$ cat src/rtl/sram_ctrl_pkg.sv
// Shared widths, FSM encoding and half-word helpers for the SRAM controller.
package sram_ctrl_pkg;

    localparam int SRAM_AW = 19;
    localparam int SRAM_DW = 16;
    localparam int BUS_DW  = 32;
    localparam int REQ_AW  = 18;
    localparam int BE_W    = 4;

    typedef enum logic [1:0] {
        ST_IDLE    = 2'd0,
        ST_SETUP   = 2'd1,
        ST_STROBE  = 2'd2,
        ST_RECOVER = 2'd3
    } state_e;

    function automatic logic [SRAM_DW-1:0] half_data(input logic [BUS_DW-1:0] w, input logic hi);
        return hi ? w[31:16] : w[15:0];
    endfunction

    function automatic logic [1:0] half_be(input logic [BE_W-1:0] be, input logic hi);
        return hi ? be[3:2] : be[1:0];
    endfunction

endpackage

$ cat src/rtl/sram_ctrl.sv
// Splits 32-bit bus requests into two 16-bit asynchronous SRAM accesses
// (low half first) with registered strobes and setup/strobe/recover phases.
module sram_ctrl
    import sram_ctrl_pkg::*;
#(
    parameter int WAIT_CYCLES = 1
) (
    input  logic                clk,
    input  logic                rst,
    input  logic                req_valid,
    output logic                req_ready,
    input  logic                req_we,
    input  logic [REQ_AW-1:0]   req_addr,
    input  logic [BE_W-1:0]     req_be,
    input  logic [BUS_DW-1:0]   req_wdata,
    output logic                resp_valid,
    output logic [BUS_DW-1:0]   resp_rdata,
    output logic [SRAM_AW-1:0]  sram_addr,
    output logic                sram_ce_n,
    output logic                sram_oe_n,
    output logic                sram_we_n,
    output logic                sram_ub_n,
    output logic                sram_lb_n,
    output logic [SRAM_DW-1:0]  sram_dq_o,
    output logic                sram_dq_oe,
    input  logic [SRAM_DW-1:0]  sram_dq_i,
    output state_e              dbg_state_o
);

    localparam int CW = $clog2(WAIT_CYCLES + 1);
    localparam logic [CW-1:0] CNT_LAST = CW'(WAIT_CYCLES - 1);

    state_e              state_q, state_d;
    logic [CW-1:0]       cnt_q, cnt_d;
    logic                half_q, half_d;
    logic                we_q, we_d;
    logic [REQ_AW-1:0]   addr_q, addr_d;
    logic [BE_W-1:0]     be_q, be_d;
    logic [BUS_DW-1:0]   wdata_q, wdata_d;
    logic                resp_valid_q, resp_valid_d;
    logic [BUS_DW-1:0]   rdata_q, rdata_d;
    logic [SRAM_AW-1:0]  sram_addr_q, sram_addr_d;
    logic                ce_n_q, ce_n_d, oe_n_q, oe_n_d, we_n_q, we_n_d;
    logic                ub_n_q, ub_n_d, lb_n_q, lb_n_d;
    logic [SRAM_DW-1:0]  dq_q, dq_d;
    logic                dq_oe_q, dq_oe_d;

    // Handshake: a request transfers on a cycle with req_valid & req_ready;
    // req_ready is high exactly while the FSM sits in IDLE.
    assign req_ready = (state_q == ST_IDLE);

    always_comb begin
        state_d      = state_q;
        cnt_d        = cnt_q;
        half_d       = half_q;
        we_d         = we_q;
        addr_d       = addr_q;
        be_d         = be_q;
        wdata_d      = wdata_q;
        resp_valid_d = 1'b0;
        rdata_d      = rdata_q;

        case (state_q)
            ST_IDLE: begin
                if (req_valid) begin
                    we_d    = req_we;
                    addr_d  = req_addr;
                    be_d    = req_be;
                    wdata_d = req_wdata;
                    if (req_we && (req_be == '0)) begin
                        resp_valid_d = 1'b1;
                    end else begin
                        state_d = ST_SETUP;
                        // A write with no low-lane enables starts on the high half.
                        half_d  = req_we && (req_be[1:0] == 2'b00);
                    end
                end
            end
            ST_SETUP: begin
                state_d = ST_STROBE;
                cnt_d   = '0;
            end
            ST_STROBE: begin
                if (cnt_q == CNT_LAST) begin
                    if (we_q) begin
                        state_d = ST_RECOVER;
                    end else begin
                        if (half_q) rdata_d[31:16] = sram_dq_i;
                        else        rdata_d[15:0]  = sram_dq_i;
                        if (!half_q) begin
                            state_d = ST_SETUP;
                            half_d  = 1'b1;
                        end else begin
                            state_d      = ST_IDLE;
                            resp_valid_d = 1'b1;
                        end
                    end
                end else begin
                    cnt_d = cnt_q + 1'b1;
                end
            end
            ST_RECOVER: begin
                if (!half_q && (be_q[3:2] != 2'b00)) begin
                    state_d = ST_SETUP;
                    half_d  = 1'b1;
                end else begin
                    state_d      = ST_IDLE;
                    resp_valid_d = 1'b1;
                end
            end
            default: state_d = ST_IDLE;
        endcase

        // Pin values are a function of the state being entered, so they leave flops.
        sram_addr_d = sram_addr_q;
        dq_d        = dq_q;
        ce_n_d      = 1'b1;
        oe_n_d      = 1'b1;
        we_n_d      = 1'b1;
        ub_n_d      = 1'b1;
        lb_n_d      = 1'b1;
        dq_oe_d     = 1'b0;
        if (state_d != ST_IDLE) begin
            ce_n_d           = 1'b0;
            sram_addr_d      = {addr_d, half_d};
            {ub_n_d, lb_n_d} = we_d ? ~half_be(be_d, half_d) : 2'b00;
            dq_oe_d          = we_d;
            if (we_d) dq_d   = half_data(wdata_d, half_d);
            oe_n_d           = !((state_d == ST_STROBE) && !we_d);
            we_n_d           = !((state_d == ST_STROBE) && we_d);
        end
    end

    always_ff @(posedge clk) begin
        if (rst) begin
            state_q      <= ST_IDLE;
            cnt_q        <= '0;
            half_q       <= 1'b0;
            we_q         <= 1'b0;
            addr_q       <= '0;
            be_q         <= '0;
            wdata_q      <= '0;
            resp_valid_q <= 1'b0;
            rdata_q      <= '0;
            sram_addr_q  <= '0;
            ce_n_q       <= 1'b1;
            oe_n_q       <= 1'b1;
            we_n_q       <= 1'b1;
            ub_n_q       <= 1'b1;
            lb_n_q       <= 1'b1;
            dq_q         <= '0;
            dq_oe_q      <= 1'b0;
        end else begin
            state_q      <= state_d;
            cnt_q        <= cnt_d;
            half_q       <= half_d;
            we_q         <= we_d;
            addr_q       <= addr_d;
            be_q         <= be_d;
            wdata_q      <= wdata_d;
            resp_valid_q <= resp_valid_d;
            rdata_q      <= rdata_d;
            sram_addr_q  <= sram_addr_d;
            ce_n_q       <= ce_n_d;
            oe_n_q       <= oe_n_d;
            we_n_q       <= we_n_d;
            ub_n_q       <= ub_n_d;
            lb_n_q       <= lb_n_d;
            dq_q         <= dq_d;
            dq_oe_q      <= dq_oe_d;
        end
    end

    assign resp_valid  = resp_valid_q;
    assign resp_rdata  = rdata_q;
    assign sram_addr   = sram_addr_q;
    assign sram_ce_n   = ce_n_q;
    assign sram_oe_n   = oe_n_q;
    assign sram_we_n   = we_n_q;
    assign sram_ub_n   = ub_n_q;
    assign sram_lb_n   = lb_n_q;
    assign sram_dq_o   = dq_q;
    assign sram_dq_oe  = dq_oe_q;
    assign dbg_state_o = state_q;

endmodule
$ cat config.mk
export PLATFORM = sky130hd
export DESIGN_NAME = sram_ctrl
export DESIGN_NICKNAME = d
export VERILOG_FILES = /design/src/rtl/sram_ctrl_pkg.sv /design/src/rtl/sram_ctrl.sv
export SDC_FILE = /design/constraint.sdc
export NUM_CORES = 1
export LEC_CHECK = 0
export BUFFER_PORTS_ARGS = -buffer_cell sky130_fd_sc_hd__buf_4
export CORE_ASPECT_RATIO = 0.9
export CORE_MARGIN = 2
export CORE_UTILIZATION = 46
export CTS_CLUSTER_DIAMETER = 120
export CTS_CLUSTER_SIZE = 20
export DETAILED_ROUTE_END_ITERATION = 16
export PLACE_DENSITY_LB_ADDON = 0.12
export SETUP_SLACK_MARGIN = 0.2
export SLEW_MARGIN = 5
export SYNTH_ARGS = -nofsm -noshare
export SYNTH_HDL_FRONTEND = slang
export SYNTH_SLANG_ARGS = --single-unit
$ cat constraint.sdc
create_clock -name clk -period 2 [get_ports clk]
set_input_delay 0.1 -clock clk [delete_from_list [all_inputs] [get_ports clk]]
set_output_delay 0.1 -clock clk [all_outputs]
set_load 0.02 [all_outputs]
* Word level (Yosys, flattened, before mapping)
Cells that the tools add are included.
Widths: inputs -> output; s select.
** Word-level totals
- Register bits :: 133
- Input port bits :: 74
- Output and inout port bits :: 77
- Logic and storage cells :: 81
** Cells by class
- Add/sub/neg operators :: 1
- Eq/ne operators :: 4
- Multiplexer cells :: 34
- Bitwise operators :: 5
- Reductions and logical operators :: 19
** Operators with widths (number)
- $mux 32 :: 2
- $mux 18 :: 2
- $mux 1 :: 17
- $mux 16 :: 1
- $mux 2 :: 6
- $mux 4 :: 2
- $pmux 2 s4 :: 1
- $reduce_and 4->1 :: 2
- $eq 2x2->1 const B :: 3
- $pmux 1 s3 :: 2
- $reduce_bool 2->1 :: 3
- $logic_and 1x1->1 :: 5
- $logic_not 1->1 :: 4
- $logic_not 2->1 :: 2
- $logic_not 4->1 :: 1
- $not 1->1 :: 4
- $eq 2x1->1 const B :: 1
- $not 2->2 :: 1
- $pmux 1 s2 :: 1
- $reduce_and 2->1 :: 1
- $reduce_or 2->1 :: 1
- $add 1x1->1 const B :: 1

* Depth between registers and ports, before layout
Gate-level depths: netlist (run 1).
- Depth in word-level cells :: 8
- Mapped depth :: 8
- Gate-level depth less buffers :: 5

* Worst setup path before layout (run 1)
Ideal clock, no wire load.
- Path kind :: register to register
- From :: register state_q[0] (netlist: dbg_state_o[0])
- To :: register dq_q[5] (netlist: sram_dq_o[5])
- Setup time :: 117 ps
- Data arrival time :: 2074 ps
- Required time :: 1883 ps
- Slack :: -191 ps
- Stages on the path, launching flop included :: 8
- Path buffers :: 3
- Clock period less this slack :: 2191 ps
- Cells stage by stage :: dfxtp_1 clkbuf_1 nor3b_1 buf_2 buf_2 mux2i_1 mux2i_1 a22o_2
** Between the ends
- Cells in the longest elaborated chain, start to end :: 5
- Elaborated cells on any way between the ends :: 14
- Those cells by class :: 3 x eq/ne; 8 x mux; 3 x reduce/logical
** RTL lines
- from (decl) :: RTL line sram_ctrl.sv:33 : state_e state_q, state_d;
- from (signal assigned) :: RTL line sram_ctrl.sv:154 : state_q <= state_d;
- $mux 2 :: RTL line sram_ctrl.sv:70 : if (req_we && (req_be == '0)) begin
- $mux 2 :: RTL line sram_ctrl.sv:65 : if (req_valid) begin
- $pmux 2 s4 :: RTL line sram_ctrl.sv:63 : case (state_q)
- $reduce_bool 2->1 :: RTL line sram_ctrl.sv:123 : if (state_d != ST_IDLE) begin
- $reduce_and 2->1 (no source line)
- to (signal assigned) :: RTL line sram_ctrl.sv:169 : dq_q <= dq_d;
- to (decl) :: RTL line sram_ctrl.sv:45 : logic [SRAM_DW-1:0] dq_q, dq_d;
Several ways; a longest one is shown, not always the timed one.
A chain may end at the register's enable or synchronous reset.

* Final worst setup path (run 1)
- From :: register half_q
- To :: register dq_q[8] (netlist: sram_dq_o[8])
** Between the ends
- Cells in the longest elaborated chain, start to end :: 6
- Elaborated cells on any way between the ends :: 16
- Those cells by class :: 12 x mux; 4 x reduce/logical
** RTL lines
- from (decl) :: RTL line sram_ctrl.sv:35 : logic half_q, half_d;
- from (signal assigned) :: RTL line sram_ctrl.sv:156 : half_q <= half_d;
- $mux 1 or $logic_not 1->1 (tied branches) :: RTL line sram_ctrl.sv:90, sram_ctrl.sv:103
- $mux 2 or $logic_and 1x1->1 (tied branches) :: RTL line sram_ctrl.sv:85, sram_ctrl.sv:103
- $mux 2 or $mux 1 (tied branches) :: RTL line sram_ctrl.sv:84, sram_ctrl.sv:103
- $pmux 2 s4 :: RTL line sram_ctrl.sv:63
- $reduce_bool 2->1 :: RTL line sram_ctrl.sv:123
- $reduce_and 2->1 (no source line)
Several ways; a longest one is shown, not always the timed one.

==> results of run 1 <==
[cells by family (layout without fill, tap and decap cells)]
| logic type | after synthesis | in the layout | synth area share [%] |
|---|---|---|---|
| buf+inv | 40 | 276 | 3.88 |
| mux | 56 | 56 | 11.6 |
| flops | 132 | 132 | 54.6 |
| compound gates | 98 | 98 | 12.1 |
| simple gates | 204 | 204 | 17.8 |
[synth_stat cells, types with 2 or more instances]
cell      number
nor3b_1        2
buf_2          6
dfxtp_1      132
buf_1          5
nor2_1        46
clkbuf_1      21
a21oi_1       56
o21ai_0       21
nand2_1      123
nor2b_1        4
nor3_1         4
buf_6          4
mux2i_1       55
a22o_1         7
a22o_2         9
inv_1          4
nand2b_1      19
[flip-flops by register name (all words and copies together), names as in the netlist]
name,count
addr_q,18
be_q,4
dbg_state_o,2
half_q,1
resp_rdata,32
resp_valid,1
sram_addr,19
sram_ce_n,1
sram_dq_o,16
sram_dq_oe,1
sram_lb_n,1
sram_oe_n,1
sram_ub_n,1
sram_we_n,1
wdata_q,32
we_q,1
[critical path, delay by kind of cell, from the launching register on]
| kind | cells | cell delay (ns) |
|---|---|---|
| AOI/OAI and AO/OA | 2 | 0.54 |
| buffers and inverters | 3 | 0.49 |
| DFF | 1 | 0.35 |
| and+or+nand+nor | 2 | 0.21 |
| muxes | 1 | 0.08 |
[what timing repair did]
action                                  4_1_cts  5_1_grt
buffers inserted                              1        5
endpoints found under the hold margin        84        0
gates resized for setup                       4       24
endpoints found under the setup margin       11       37
hold buffers                                 68        0
gates cloned                                  0        2
pin swaps                                     1        5
[cells in the final DEF, fill, tap and decap left out, types with 2 or more instances in the layout]
cell type        n
o21ai_0         21
nand2_1        123
dfxtp_4          2
clkinv_2         4
nor2b_1          3
mux2i_1         46
a21oi_2          2
mux2i_4          3
nand2b_1        19
buf_12           4
dfxtp_2          2
nor3b_4          2
nor2_1          46
buf_4          163
a21oi_1         54
inv_1            4
mux2i_2          6
bufinv_16        3
buf_6            3
nor3_2           2
a22o_1           7
clkbuf_16       19
a22o_2           9
dlygate4sd3_1   68
clkbuf_8         4
dfxtp_1        128
[report_power, final]
group / internal (mW) / switching, mW
Clock: 2.08 / 1.10
Sequential: 2.79 / 0.0831
Combinational: 0.613 / 0.584
Total: 5.48 / 1.76
[routing by layer]
layer	up-vias	GRT usage, %
li1	2210	-
met1	2059	27.7
met2	120	37.5
met3	20	7.60
met4	0	8.07
met5	-	0
[path summary, 6_finish.rpt]
| kind | cells after the start | slack (ns) | startpoint | to |
|---|---|---|---|---|
| worst min-delay path | 3 | 0.02 | req_be[0] | be_q[0]$_SDFF_PP0_ |
| worst min register to register | 2 | 0.46 | resp_rdata[4]$_SDFFE_PP0P_ | resp_rdata[4]$_SDFFE_PP0P_ |
| worst max register to register | 8 | 0.24 | half_q$_SDFF_PP0_ | sram_dq_o[8]$_SDFFE_PP0P_ |
| worst max-delay path | 8 | 0.24 | half_q$_SDFF_PP0_ | sram_dq_o[8]$_SDFFE_PP0P_ |
[final cells by class]
class	count	area, um^2	share of cell area (%)
Sequential cell	132	2650	34.6
Timing Repair Buffer	241	2080	27.2
Clock inverter	9	126	1.65
Inverter	4	15.0	0.196
Tap cell	129	161	2.10
Clock buffer	22	484	6.31
Multi-Input combinational cell	358	2150	28.0
[per-stage QoR]
step,setup slack [ns],cell area (um^2)
2_1_floorplan,0.115,4880
3_3_place_gp,0.113,6150
5_1_grt,0.179,7670
6_report,0.239,7670
4_1_cts,0.203,7460
3_5_place_dp,0.0895,6150
==> flow_metrics.env, run 1 <==
export IMPL_required_ns=2.30
export IMPL_synthFlopType="dfxtp_1"
export IMPL_num_nets_final=828
export IMPL_synth_async_reset_ratio_pct=0
export IMPL_cts_buffer_depth=2
export IMPL_first_iter_violations=205
export IMPL_fmax_mhz=568
export IMPL_grt_max_degree=50
export IMPL_ir_worst_vdd_uv=547
export IMPL_cp_slowest_cell="dfxtp_2"
export IMPL_critPathMaxStageDelay_ns=0.35
export IMPL_wl_met3_um=756
export IMPL_rsz0062_at_grt="no"
export IMPL_finClkSkew_ns=0.00986
export IMPL_place_inst=788
export IMPL_clk_latency_ns=0.41
export IMPL_grt_pass1_wl_um=20300
export IMPL_vias=4409
export IMPL_cp_max_fo=10
export IMPL_wl_met2_um=6490
export IMPL_start_util_pct=47.2
export IMPL_synthDistinctLibCells=29
export IMPL_clk_pin_slew_ns=0.06
export IMPL_die_h_um=101
export IMPL_worstMarginPinSlew_ns=0.581
export IMPL_synth_avg_cell_area_um2=9.13
export IMPL_area_growth_pct=58.6
export IMPL_hold_viol=0
export IMPL_cp_end_kind="flop"
export IMPL_clock_sinks=132
export IMPL_status="finished clean"
export IMPL_grt_pass1_vias=4237
export IMPL_min_period_ns=1.76
export IMPL_syn_area_um2=4840
export IMPL_netlist_area_leader_share_pct=54.6
export IMPL_maxCapViolCount=0
export IMPL_synth_seq_cells=132
export IMPL_coreArea_um2=10200
export IMPL_relSlewSlack_pct=61.2
export IMPL_ant_nets=0
export IMPL_crit_path_cell_trace="buf_4 > nor3_4 > nor3b_4 > o32ai_4 > buf_12 > clkbuf_16 > mux2i_1 > a22o_2"
export IMPL_p_total_mw=7.25
export IMPL_yosys_area_top_type="dfxtp_1"
export IMPL_grt_usage_pct=22.6
export IMPL_design_die_area_um2=11400
export IMPL_synth_seq_area_share_pct=54.6
export IMPL_fin_setup_tns_ns=0
export IMPL_power_leakage_nw=3.32
export IMPL_synth_nets=604
export IMPL_antenna_cells=0
export IMPL_stdcell_count=895
export IMPL_port_buffers=150
export IMPL_syn_instance_count=530
export IMPL_highest_layer="met4"
export IMPL_yosysWarnings=0
export IMPL_drtPass1Iterations=4
export IMPL_period_share_pct=88.1
export IMPL_fill_cells=729
export IMPL_powerDensity_nw_per_um2=945
export IMPL_cts_buffers=17
export IMPL_critPathKind="flop to flop"
export IMPL_post_dp_hpwl_um=8040
export IMPL_drc=0
export IMPL_gp_congestion=0.800
export IMPL_final_util_pct=74.8
export IMPL_finalWirelength_um=13200
export IMPL_vias_per_cell=4.93
export IMPL_cts_tree="built"
export IMPL_grt_overflow=0
export IMPL_cp_arrival_ns=2.06
export IMPL_wl_met1_um=5760
export IMPL_setup_viol=0
export IMPL_synth_edf_count=0
export IMPL_hold_class="input port to flop"
export IMPL_drive_gt1_share_pct=31.3
export IMPL_timing_hold_ws_ns=0.0188
export IMPL_antenna_found_initial=0
export IMPL_maxSlewViolCount=0
export IMPL_cp_start_kind="flop"
export IMPL_ioPinCount=151
export IMPL_netlist_top_cells_area="dfxtp_1 (55%), mux2i_1 (11%), nand2_1 (9.5%)"
export IMPL_htreeDepth=4
export IMPL_cts_root_buf="clkbuf_16"
export IMPL_wl_per_cell_um=14.8
export IMPL_die_w_um=112
export IMPL_rows=35
Note: power is estimated with default switching activity, not from simulation.
==> run 2, diff against run 1 <==
Settings changed: CORE_ASPECT_RATIO 0.9 to unset.
==> flow_metrics.env, run 2 (synthesis results as in run 1) <==
export IMPL_gp_congestion=0.797
export IMPL_power_leakage_nw=3.32
export IMPL_status="finished clean"
export IMPL_critPathKind="flop to flop"
export IMPL_antenna_cells=0
export IMPL_clk_pin_slew_ns=0.06
export IMPL_grt_max_degree=45
export IMPL_relSlewSlack_pct=62.6
export IMPL_maxSlewViolCount=0
export IMPL_fin_setup_tns_ns=0
export IMPL_start_util_pct=47.1
export IMPL_ioPinCount=151
export IMPL_hold_viol=0
export IMPL_setup_viol=0
export IMPL_cp_max_fo=8
export IMPL_coreArea_um2=10300
export IMPL_area_growth_pct=58.9
export IMPL_grt_overflow=0
export IMPL_fmax_mhz=546
export IMPL_grt_usage_pct=22.2
export IMPL_die_h_um=107
export IMPL_cts_root_buf="clkbuf_8"
export IMPL_vias=4489
export IMPL_clk_latency_ns=0.51
export IMPL_cp_start_kind="flop"
export IMPL_num_nets_final=838
export IMPL_post_dp_hpwl_um=7850
export IMPL_die_w_um=107
export IMPL_design_die_area_um2=11400
export IMPL_grt_pass1_vias=4191
export IMPL_ant_nets=0
export IMPL_hold_class="input port to flop"
export IMPL_final_cell_mix="buf_4 (167), dfxtp_1 (129), nand2_1 (123), dlygate4sd3_1 (72), a21oi_1 (53)"
export IMPL_cp_arrival_ns=2.28
export IMPL_drc=0
export IMPL_antenna_found_initial=0
export IMPL_wl_per_cell_um=14.5
export IMPL_min_period_ns=1.83
export IMPL_cp_end_kind="flop"
export IMPL_vias_per_cell=4.92
export IMPL_clock_sinks=132
export IMPL_powerDensity_nw_per_um2=914
export IMPL_rsz0062_at_grt="yes"
export IMPL_cts_tree="built"
export IMPL_grt_pass1_wl_um=20000
export IMPL_period_share_pct=91.5
export IMPL_setup_ws_ns=0.169
export IMPL_htreeDepth=4
export IMPL_ir_worst_vdd_uv=530
export IMPL_mostFrequentLayoutCell="buf_4"
export IMPL_rows=37
export IMPL_drtPass1Iterations=4
export IMPL_finalWirelength_um=13200
export IMPL_worstMarginPinSlew_ns=0.561
export IMPL_first_iter_violations=202
export IMPL_cts_buffer_depth=2
export IMPL_fill_cells=726
export IMPL_cts_buffers=17
export IMPL_maxCapViolCount=0
export IMPL_required_ns=2.45
export IMPL_dp_slack_ns=-0.221
export IMPL_port_buffers=150
export IMPL_finClkSkew_ns=0.00889
export IMPL_drive_gt1_share_pct=31.4
-- run 2: through the flow --
step	total power, mW	hold WS [ns]	cell area (um^2)	std cells	utilization [%]
2_1_floorplan	3.50	0.184	4880	530	-
3_3_place_gp	3.86	0.358	6150	796	59.9
3_5_place_dp	3.88	0.366	6150	796	59.9
4_1_cts	7.01	0.127	7570	908	73.6
5_1_grt	7.26	0.165	7680	913	74.8
6_report	7.02	0.155	7680	913	74.8
-- run 2: worst paths after layout --
kind / start / end / slack (ns) / depth (start not counted)
worst min-delay path: req_be[0] / resp_valid$_SDFF_PP0_ / 0.16 / 5
worst max register to register: dbg_state_o[1]$_SDFF_PP0_ / sram_dq_o[12]$_SDFFE_PP0P_ / 0.17 / 8
worst max-delay path: dbg_state_o[1]$_SDFF_PP0_ / sram_dq_o[12]$_SDFFE_PP0P_ / 0.17 / 8
worst min register to register: resp_rdata[3]$_SDFFE_PP0P_ / resp_rdata[3]$_SDFFE_PP0P_ / 0.45 / 2
-- run 2: where the power goes --
part	internal [mW]	leakage (nW)	switching [mW]	total, mW
Clock	1.78	0.265	1.18	2.96
Combinational	0.603	1.98	0.595	1.20
Sequential	2.79	1.08	0.0758	2.86
-- run 2: what timing repair did --
item	CTS	global route
setup endpoints to repair	38	34
endpoints found under the hold margin	106	0
gates cloned	2	2
gates resized for setup	11	15
setup buffers	6	3
hold buffers	72	0
pin swaps	4	8
-- run 2: area by class of cell --
type,count,area (um^2),area share (%)
Clock inverter,14,151,1.97
Sequential cell,132,2650,34.5
Inverter,4,15.0,0.195
Timing Repair Buffer,249,2130,27.7
Tap cell,136,170,2.21
Clock buffer,18,418,5.44
Multi-Input combinational cell,360,2150,28.0
-- run 2: worst max-delay path, cell delays in order, from the launching register on --
cell and delay, ns:
dfxtp_2 0.35, buf_6 0.12, nor3b_4 0.05, buf_6 0.13, o31a_1 0.11, or3b_4 0.46, a21oi_4 0.23, clkbuf_16 0.20
a22o_2 0.13
-- run 2: metal layers --
layer / vias to the layer above / GRT usage, % / part of all wire [%]
li1: 2233 / - / -
met1: 2104 / 26.6 / 43
met2: 135 / 39.0 / 50
met3: 17 / 5.27 / 5.5
met4: 0 / 7.88 / 1.3
met5: - / 0 / 0
==> run 3, diff against run 2 <==
Clock period 2 ns to 1.6 ns, I/O delays scaled along.
==> flow_metrics.env, run 3 (synthesis results as in run 1) <==
export IMPL_finClkSkew_ns=0.0107
export IMPL_post_dp_hpwl_um=8360
export IMPL_port_buffers=150
export IMPL_crit_family="compound AO/OA/AOI/OAI gates"
export IMPL_multi_input_area_um2=2750
export IMPL_cp_max_fo=17
export IMPL_reg2reg_from="half_q$_SDFF_PP0_"
export IMPL_cp_slowest_cell="dfxtp_4"
export IMPL_drc=0
export IMPL_vias_per_cell=5.10
export IMPL_cp_end_kind="flop"
export IMPL_hold_viol=0
export IMPL_area_growth_pct=85.2
export IMPL_setup_viol=43
export IMPL_rsz0062_at_grt="yes"
export IMPL_min_to="sram_we_n$_SDFF_PP1_"
export IMPL_antenna_cells=0
export IMPL_fin_setup_tns_ns=-3.58
export IMPL_cp_start_kind="flop"
export IMPL_wl_per_cell_um=17.9
export IMPL_antenna_found_initial=0
export IMPL_fmax_mhz=555
export IMPL_status="finished, violations left"
export IMPL_cp_arrival_ns=2.26
export IMPL_finalWirelength_um=17300
export IMPL_grt_max_degree=72
export IMPL_worst_r2r_setup_slack_ns=-0.20
export IMPL_cts_buffers=17
export IMPL_vias=4929
export IMPL_met1_usage_pct=27.8
export IMPL_mostFrequentLayoutCell="buf_4"
export IMPL_required_ns=2.06
export IMPL_maxCapViolCount=0
export IMPL_num_nets_final=895
export IMPL_grtUsageMet3_pct=6.50
export IMPL_design_die_area_um2=11400
export IMPL_crit_path_cell_trace="nor3_4 > nor3b_4 > buf_4 > o32ai_4 > buf_12 > mux2i_1 > a22o_1"
export IMPL_htreeDepth=4
export IMPL_rows=37
export IMPL_min_from="req_we"
export IMPL_coreArea_um2=10300
export IMPL_die_h_um=107
export IMPL_hold_class="input port to flop"
export IMPL_dpl_cell_area_um2=6560
export IMPL_grt_overflow=0
export IMPL_top_usage_layer="met2"
export IMPL_cts_tree="built"
export IMPL_area_sequential_um2=2660
export IMPL_clock_sinks=132
export IMPL_ir_worst_vdd_uv=720
export IMPL_hold_depth=5
export IMPL_fill_cells=487
export IMPL_first_iter_violations=234
export IMPL_maxSlewViolCount=0
export IMPL_clk_latency_ns=0.51
export IMPL_r2r_end="sram_dq_o[0]$_SDFFE_PP0P_"
export IMPL_period_share_pct=113
export IMPL_drive_gt1_share_pct=48.7
export IMPL_critPathMaxStageDelay_ns=0.37
export IMPL_min_period_ns=1.80
export IMPL_crit_buf_inv=2
export IMPL_violations="negative setup slack"
export IMPL_finish_instance_area_um2=8960
export IMPL_drtPass1Iterations=4
export IMPL_start_util_pct=47.1
export IMPL_grt_usage_pct=25.6
export IMPL_grt_use_met2_pct=46.8
export IMPL_relSlewSlack_pct=72.2
export IMPL_final_cell_mix="buf_4 (197), dfxtp_1 (128), nand2_1 (96), dlygate4sd3_1 (72), a21oi_2 (32)"
export IMPL_grt_pass1_wl_um=22800
export IMPL_power_leakage_nw=3.73
export IMPL_grt_pass1_vias=4859
export IMPL_ioPinCount=151
export IMPL_die_w_um=107
export IMPL_gp_congestion=0.799
export IMPL_clk_pin_slew_ns=0.06
export IMPL_reg2regPathDepth=7
export IMPL_cts_buffer_depth=2
export IMPL_timing_hold_ws_ns=0.0546
export IMPL_cts_root_buf="clkbuf_8"
export IMPL_ant_nets=0
export IMPL_powerDensity_nw_per_um2=1100
export IMPL_worstMarginPinSlew_ns=0.417
export IMPL_critPathKind="flop to flop"
export IMPL_setup_ws_ns=-0.203
## run 3: cell types whose count changed in the layout (fill, tap and decap cells not counted), moves of 16 or more
cell and change:
nand2_1 -27, nor2_1 -16, buf_4 +30, mux2i_4 +19
a21oi_2 +29, mux2i_1 -27, o21ai_1 +20, nand2_2 +17
o21ai_0 -20, a21oi_1 -30, buf_6 +19
## run 3: through the flow
step / cells / util [%] / setup slack, ns / total power, mW
4_1_cts: 957 / 80.5 / -0.100 / 9.48
3_5_place_dp: 842 / 63.8 / -0.269 / 5.04
5_1_grt: 967 / 87.1 / -0.282 / 10.1
6_report: 967 / 87.1 / -0.203 / 9.86
2_1_floorplan: 530 / - / -0.285 / 4.41
3_3_place_gp: 842 / 63.8 / -0.234 / 5.01
## run 3: cell type report
type / count / area share, %
well taps: 136 / 1.90
repair buffers: 306 / 30.7
inverters: 4 / 0.168
flip-flops and latches: 132 / 29.6
clock buffers: 17 / 4.62
multi-input cells: 360 / 30.7
clock inverters: 12 / 2.32
## run 3: how the worst max path moves through the flow
stage / startpoint / end / slack (ns) / depth (start not counted)
2_1_floorplan: dbg_state_o[0]$_SDFF_PP0_ / sram_dq_o[10]$_SDFFE_PP0P_ / -0.28 / 8
3_3_place_gp: req_be[1] / sram_dq_o[10]$_SDFFE_PP0P_ / -0.23 / 6
3_5_place_dp: req_be[1] / sram_dq_o[8]$_SDFFE_PP0P_ / -0.27 / 6
4_1_cts: dbg_state_o[1]$_SDFF_PP0_ / sram_dq_o[6]$_SDFFE_PP0P_ / -0.10 / 7
5_1_grt: dbg_state_o[0]$_SDFF_PP0_ / sram_dq_o[12]$_SDFFE_PP0P_ / -0.28 / 6
6_report: half_q$_SDFF_PP0_ / sram_dq_o[0]$_SDFFE_PP0P_ / -0.20 / 7
## run 3: worst min-delay path, cell delays in order
cell and delay [ns]:
buf_4 0.09, nand2_2 0.05, nand2_2 0.09, buf_4 0.11, nand3_1 0.07
## run 3: report_power, final
| group | internal [mW] | switching [mW] |
|---|---|---|
| sequential | 3.49 | 0.133 |
| clock | 2.67 | 1.47 |
| combinational | 1.12 | 0.970 |
| total | 7.28 | 2.58 |
## run 3: repair_timing
action,CTS,global route
gates cloned,5,1
hold buffers,72,0
buffers inserted,9,9
pin swaps,5,11
hold endpoints to repair,114,0
gates resized for setup,63,145
endpoints found under the setup margin,110,127
## run 3: routing by layer
layer / up-vias / share of wire, %
met2: 162 / 54
li1: 2349 / -
met1: 2384 / 39
met3: 34 / 4.6
met4: 0 / 2.4
met5: - / 0
